**src/rtl/alu_pkg.sv**
```systemverilog
// Shared ALU function codes, arbiter FSM encodings and the legality decode
// used by both the ALU and the two-port arbiter.
package alu_pkg;

  localparam int DATA_W = 32;
  localparam int SEL_W  = 6;

  localparam logic [SEL_W-1:0] FN_ADD  = 6'b100000;
  localparam logic [SEL_W-1:0] FN_SUB  = 6'b100010;
  localparam logic [SEL_W-1:0] FN_DIV  = 6'b011010;
  localparam logic [SEL_W-1:0] FN_MULT = 6'b011000;
  localparam logic [SEL_W-1:0] FN_AND  = 6'b100100;
  localparam logic [SEL_W-1:0] FN_OR   = 6'b100101;
  localparam logic [SEL_W-1:0] FN_NOR  = 6'b100111;
  localparam logic [SEL_W-1:0] FN_XOR  = 6'b100110;
  localparam logic [SEL_W-1:0] FN_SLT  = 6'b101010;
  localparam logic [SEL_W-1:0] FN_EQ   = 6'b111111;

  typedef enum logic [1:0] {
    ST_IDLE = 2'd0,
    ST_EXEC = 2'd1,
    ST_RESP = 2'd2
  } arb_state_t;

  function automatic logic fn_legal(input logic [SEL_W-1:0] sel);
    logic ok;
    case (sel)
      FN_ADD, FN_SUB, FN_DIV, FN_MULT, FN_AND,
      FN_OR, FN_NOR, FN_XOR, FN_SLT, FN_EQ: ok = 1'b1;
      default:                              ok = 1'b0;
    endcase
    return ok;
  endfunction

endpackage

```
**src/rtl/alu.sv**
```systemverilog
// Purely combinational 32-bit unsigned ALU; no error detection here, the
// caller decides what is legal and masks the result accordingly.
module alu
  import alu_pkg::*;
(
  input  logic [SEL_W-1:0]  sel,
  input  logic [DATA_W-1:0] a,
  input  logic [DATA_W-1:0] b,
  output logic [DATA_W-1:0] result
);

  always_comb begin
    result = '0;
    case (sel)
      FN_ADD:  result = a + b;
      FN_SUB:  result = a - b;
      FN_DIV:  result = a / b;
      FN_MULT: result = a * b;
      FN_AND:  result = a & b;
      FN_OR:   result = a | b;
      FN_NOR:  result = ~(a | b);
      FN_XOR:  result = a ^ b;
      FN_SLT:  result = {{(DATA_W-1){1'b0}}, (a < b)};
      FN_EQ:   result = {{(DATA_W-1){1'b0}}, (a == b)};
      default: result = '0;
    endcase
  end

endmodule

```
**src/rtl/alu_arbiter.sv**
```systemverilog
// Two-requester round-robin front end sharing one ALU; one operation in
// flight, response held per owner until acknowledged.
//
// state   | meaning
// IDLE    | waiting for a request, ready driven to the granted requester
// EXEC    | registered operands applied to the ALU, response captured
// RESP    | owner's response held until its ack is sampled
module alu_arbiter
  import alu_pkg::*;
(
  input  logic              clk,
  input  logic              reset,
  input  logic              req0_valid,
  output logic              req0_ready,
  input  logic [SEL_W-1:0]  req0_sel,
  input  logic [DATA_W-1:0] req0_a,
  input  logic [DATA_W-1:0] req0_b,
  input  logic              req1_valid,
  output logic              req1_ready,
  input  logic [SEL_W-1:0]  req1_sel,
  input  logic [DATA_W-1:0] req1_a,
  input  logic [DATA_W-1:0] req1_b,
  output logic              rsp0_valid,
  output logic [DATA_W-1:0] rsp0_result,
  output logic              rsp0_zero,
  output logic              rsp0_err,
  input  logic              rsp0_ack,
  output logic              rsp1_valid,
  output logic [DATA_W-1:0] rsp1_result,
  output logic              rsp1_zero,
  output logic              rsp1_err,
  input  logic              rsp1_ack,
  output logic              busy
);

  arb_state_t        state_q;
  logic              last_q;
  logic              own_q;
  logic [SEL_W-1:0]  sel_q;
  logic [DATA_W-1:0] a_q;
  logic [DATA_W-1:0] b_q;

  logic [1:0]        rv_q;
  logic [DATA_W-1:0] rr_q [2];
  logic [1:0]        rz_q;
  logic [1:0]        re_q;

  logic              grant;
  logic              accept;
  logic              ack_own;
  logic [DATA_W-1:0] alu_result;
  logic              op_legal;
  logic              div_zero;
  logic [DATA_W-1:0] exec_result;
  logic              exec_zero;
  logic              exec_err;

  alu u_alu (
    .sel    (sel_q),
    .a      (a_q),
    .b      (b_q),
    .result (alu_result)
  );

  // With both pending, the one not served last wins; otherwise whoever asks.
  always_comb begin
    grant = req1_valid;
    if (req0_valid && req1_valid) grant = ~last_q;
  end

  assign accept     = (state_q == ST_IDLE) && !reset && (req0_valid || req1_valid);
  assign req0_ready = accept && !grant;
  assign req1_ready = accept && grant;
  assign ack_own    = own_q ? rsp1_ack : rsp0_ack;

  assign op_legal = fn_legal(sel_q);
  assign div_zero = (sel_q == FN_DIV) && (b_q == '0);

  always_comb begin
    exec_result = alu_result;
    exec_zero   = (alu_result == '0);
    exec_err    = 1'b0;
    if (!op_legal) begin
      exec_result = '0;
      exec_zero   = 1'b0;
      exec_err    = 1'b1;
    end else if (div_zero) begin
      exec_result = '1;
      exec_zero   = 1'b0;
      exec_err    = 1'b1;
    end
  end

  always_ff @(posedge clk) begin
    if (reset) begin
      state_q <= ST_IDLE;
      last_q  <= 1'b1;
      own_q   <= 1'b0;
      sel_q   <= '0;
      a_q     <= '0;
      b_q     <= '0;
      rv_q    <= '0;
      rr_q[0] <= '0;
      rr_q[1] <= '0;
      rz_q    <= '0;
      re_q    <= '0;
    end else begin
      case (state_q)
        ST_IDLE: begin
          if (accept) begin
            sel_q   <= grant ? req1_sel : req0_sel;
            a_q     <= grant ? req1_a   : req0_a;
            b_q     <= grant ? req1_b   : req0_b;
            own_q   <= grant;
            last_q  <= grant;
            state_q <= ST_EXEC;
          end
        end
        ST_EXEC: begin
          rv_q[own_q] <= 1'b1;
          rr_q[own_q] <= exec_result;
          rz_q[own_q] <= exec_zero;
          re_q[own_q] <= exec_err;
          state_q     <= ST_RESP;
        end
        ST_RESP: begin
          // Clearing the whole response keeps idle outputs at zero.
          if (ack_own) begin
            rv_q[own_q] <= 1'b0;
            rr_q[own_q] <= '0;
            rz_q[own_q] <= 1'b0;
            re_q[own_q] <= 1'b0;
            state_q     <= ST_IDLE;
          end
        end
        default: state_q <= ST_IDLE;
      endcase
    end
  end

  assign rsp0_valid  = rv_q[0];
  assign rsp0_result = rr_q[0];
  assign rsp0_zero   = rz_q[0];
  assign rsp0_err    = re_q[0];
  assign rsp1_valid  = rv_q[1];
  assign rsp1_result = rr_q[1];
  assign rsp1_zero   = rz_q[1];
  assign rsp1_err    = re_q[1];
  assign busy        = (state_q != ST_IDLE);

endmodule

```
**config.mk**
```make
export PLATFORM = sky130hd
export DESIGN_NAME = alu_arbiter
export DESIGN_NICKNAME = d
export VERILOG_FILES = /design/src/rtl/alu_pkg.sv /design/src/rtl/alu.sv /design/src/rtl/alu_arbiter.sv
export SDC_FILE = /design/constraint.sdc
export NUM_CORES = 2
export LEC_CHECK = 0
export ABC_CLOCK_PERIOD_IN_PS = 83100
export CAP_MARGIN = 20
export CELL_PAD_IN_SITES_DETAIL_PLACEMENT = 1
export CELL_PAD_IN_SITES_GLOBAL_PLACEMENT = 2
export CORE_MARGIN = 1.5
export CORE_UTILIZATION = 40
export DETAILED_ROUTE_END_ITERATION = 8
export DONT_BUFFER_PORTS = 1
export PLACE_DENSITY = 0.88
export SYNTH_ARGS = -nofsm -noshare
export SYNTH_HDL_FRONTEND = slang
export SYNTH_SLANG_ARGS = --single-unit
```
**constraint.sdc**
```tcl
create_clock -name clk -period 83.1 [get_ports clk]
set_input_delay 16.62 -clock clk [delete_from_list [all_inputs] [get_ports clk]]
set_output_delay 16.62 -clock clk [all_outputs]
set_load 0.01 [all_outputs]
```
==> results.yml <==
timing:
  setup_viol: 0
  min_period_ns: 79.05
  rsz0062_at_grt: "no"
  relSlewSlack_pct: 16.5
  timing.fmax_mhz: 12.7
  drv_slew: 0
  whs_ns: 0.521
  fin_skew_ns: 0.0165
  period_share_pct: 95.1
  max_slew.worst_pin.slew_ns: 1.22
  hold_violations: 0
  tns_ns: 0
drt:
  dr.pass1.iters: 6
  drc: 0
  ant_nets: 0
  routedWlPerCell_um: 29.6
  vias: 58900
  viasPerCell: 6.39
  drt_wl_total_mm: 273
  drt_iter0_drc: 5022
placed_design:
  gp_congestion: 1.03
  place_hpwl_mm: 220
  dp.cells: 9176
  portBuffers: 0
cells_and_area:
  seqCellArea_um2: 3520
  layout-drive-gt1-share_pct: 6.14
  layout.nets: 8709
  multi_input_area_um2: 48900
  fillers: 17200
  stdcell_count: 9221
  areaGrowthSynthToFinish_pct: 6.17
setup_path:
  endpoint: "rz_q[1]$_SDFFE_PP0P_"
  cpPeakStageDelay_ns: 0.75
  critical-path-slowest-cell: "clkinv_2"
  ff2ff_path_depth: 296
  worst_setup_path_end_kind: "flip-flop"
  critPathKind: "flip-flop to flip-flop"
  reg2reg_setup_slack_ns: 4.05
  rr_startpoint: "b_q[1]$_SDFFE_PP0P_"
  crit_fanout: 26
  cp_common_cell: "a21oi_1"
  start_kind: "flip-flop"
  arrival_ns: 79.46
  cp.required_ns: 83.51
  reg2reg_to: "rz_q[1]$_SDFFE_PP0P_"
  crit_start: "b_q[1]$_SDFFE_PP0P_"
die:
  die_y_um: 376
  dieArea_um2: 142000
  rows: 136
  io_pins: 219
  die_w_um: 376
  core_area_um2: 138000
  initial_core_util_pct: 40.4
logic_synthesis:
  synth_top_area_cell: "ha_1"
  yosys_warnings: 0
  syn-num-nets: 8821
  synth_flop_cell: "dfxtp_1"
  ys_types: 98
  synthCells: 7515
  syn-cell-area_um2: 55700
  ys_top_cells_by_area: "ha_1 (17%), fa_1 (15%), nor2_1 (7.9%), a21oi_1 (4.6%), xnor2_1 (4.5%)"
  synth_top_area_share_pct: 16.8
  synth_most_common_cell: "nor2_1"
  ys_seq_area_share_pct: 6.33
  ys_ff_latch: 144
  avgSynthCellArea_um2: 7.41
  async_reset_ff_share_pct: 0
  synth_edf_count: 64
  synth.top_cells.by_count: "nor2_1 (1,170), ha_1 (750), inv_1 (610)"
clock_tree:
  cts_max_level: 4
  worstSkewPairLatency_ns: 0.48
  cts_root_buf: "clkbuf_16"
  cts_buffer_depth: 2
  cts_num_sinks: 144
  cts-buffers-inserted: 17
  cts_tree: "yes"
  clk_pin_slew_ns: 0.07
  hold_buffers: 0
run_status:
  status: "complete, no violations"
global_route:
  antenna_found_initial: 10
  grt_overflow_total: 0
  grt_pass1_vias: 60300
  grt_max_degree: 98
  globalRouteTotalUtil_pct: 37.7
  grt_pass1_wl_mm: 402
hold_path:
  min_path_type: "flip-flop to flip-flop"
run:
  maxCapViolations: 0
==> routing by layer <==
metal,track usage [%],vias to the layer above,part of all wire [%]
met1,49.4,29800,43
met2,61.6,2282,46
met4,17.9,4,5.2
met5,0,-,0.0092
met3,4.57,563,6.6
li1,-,26300,-
==> worst min-delay path by stage <==
stage,from,depth (start not counted),slack [ns],endpoint
floorplan,last_q$_SDFFE_PP1P_,2,0.43,last_q$_SDFFE_PP1P_
global route,last_q$_SDFFE_PP1P_,2,0.55,last_q$_SDFFE_PP1P_
detailed placement,last_q$_SDFFE_PP1P_,2,0.51,last_q$_SDFFE_PP1P_
CTS,last_q$_SDFFE_PP1P_,2,0.52,last_q$_SDFFE_PP1P_
finish,last_q$_SDFFE_PP1P_,2,0.52,last_q$_SDFFE_PP1P_
global placement,re_q[1]$_SDFFE_PP0P_,2,0.49,re_q[1]$_SDFFE_PP0P_
==> area by class of cell <==
class                   count  share of cell area, %
clock inverters            14                  0.205
multi-input cells        6415                   82.7
diodes                     11                 0.0465
repair buffers            191                   2.50
well taps                1794                   3.80
clock buffers              18                  0.743
inverters                 634                   4.03
flip-flops and latches    144                   5.96
==> through the flow <==
step	setup WS [ns]	area (µm²)	util, %
6_report	4.05	59100	42.9
4_1_cts	0.0588	58800	42.7
5_1_grt	0.0240	59100	42.9
3_5_place_dp	-1.63	58300	42.3
3_3_place_gp	0.522	58200	42.3
2_1_floorplan	15.51	55700	-
==> what timing repair did <==
action / CTS / global route
endpoints found under the setup margin: 4 / 8
setup buffers: 0 / 1
pin swaps: 1 / 1
resized for setup: 7 / 61
==> logic make-up (layout without fill, tap and decap cells) <==
logic type | after synthesis | after routing | synth area share (%)
fa+ha+maj | 1160 | 1160 | 31.6
compound gates | 2011 | 2011 | 24.1
mux | 165 | 165 | 3.10
xor+xnor | 466 | 466 | 7.33
simple gates | 2613 | 2613 | 21.1
other cells | 0 | 11 | 0
buf+inv | 956 | 857 | 6.46
flops | 144 | 144 | 6.33
==> sequential cells by signal, summed over array words and instances (netlist names), named ones only <==
register,cells
a_q,32
b_q,32
last_q,1
own_q,1
re_q,2
rr_q,64
rz_q,2
sel_q,6
state_q,2
==> worst max-delay path: cells and delay by family, from the launching register on <==
kind	cells	cell delay, ns
buffers and inverters	25	5.67
flip-flops	1	0.70
multiplexers	2	0.81
adder cells (fa/ha/maj)	31	10.58
AO/OA/AOI/OAI	141	38.57
AND/OR/NAND/NOR	97	22.40
==> cell usage in the layout, fill, tap and decap left out, types with 45 or more instances in the layout <==
master       n
nor2_1    1159
ha_1       750
inv_1      599
nand2_1    579
a21oi_1    507
fa_1       410
o21ai_0    323
xnor2_1    287
a21o_1     222
buf_4      187
xor2_1     179
nor3_1     177
nand3_1    148
o21a_1     130
a211oi_1   123
mux2i_1    106
dfxtp_1     80
nand2b_1    75
a31oi_1     70
o211ai_1    67
nand4_1     66
edfxtp_1    64
nor2b_1     63
or3_1       61
mux2_2      57
o21bai_1    57
o31ai_1     54
and3_1      49
nor4_1      45
Power is not shown: default switching activity piles up to over one toggle a cycle in this logic, so the estimate is an artifact.
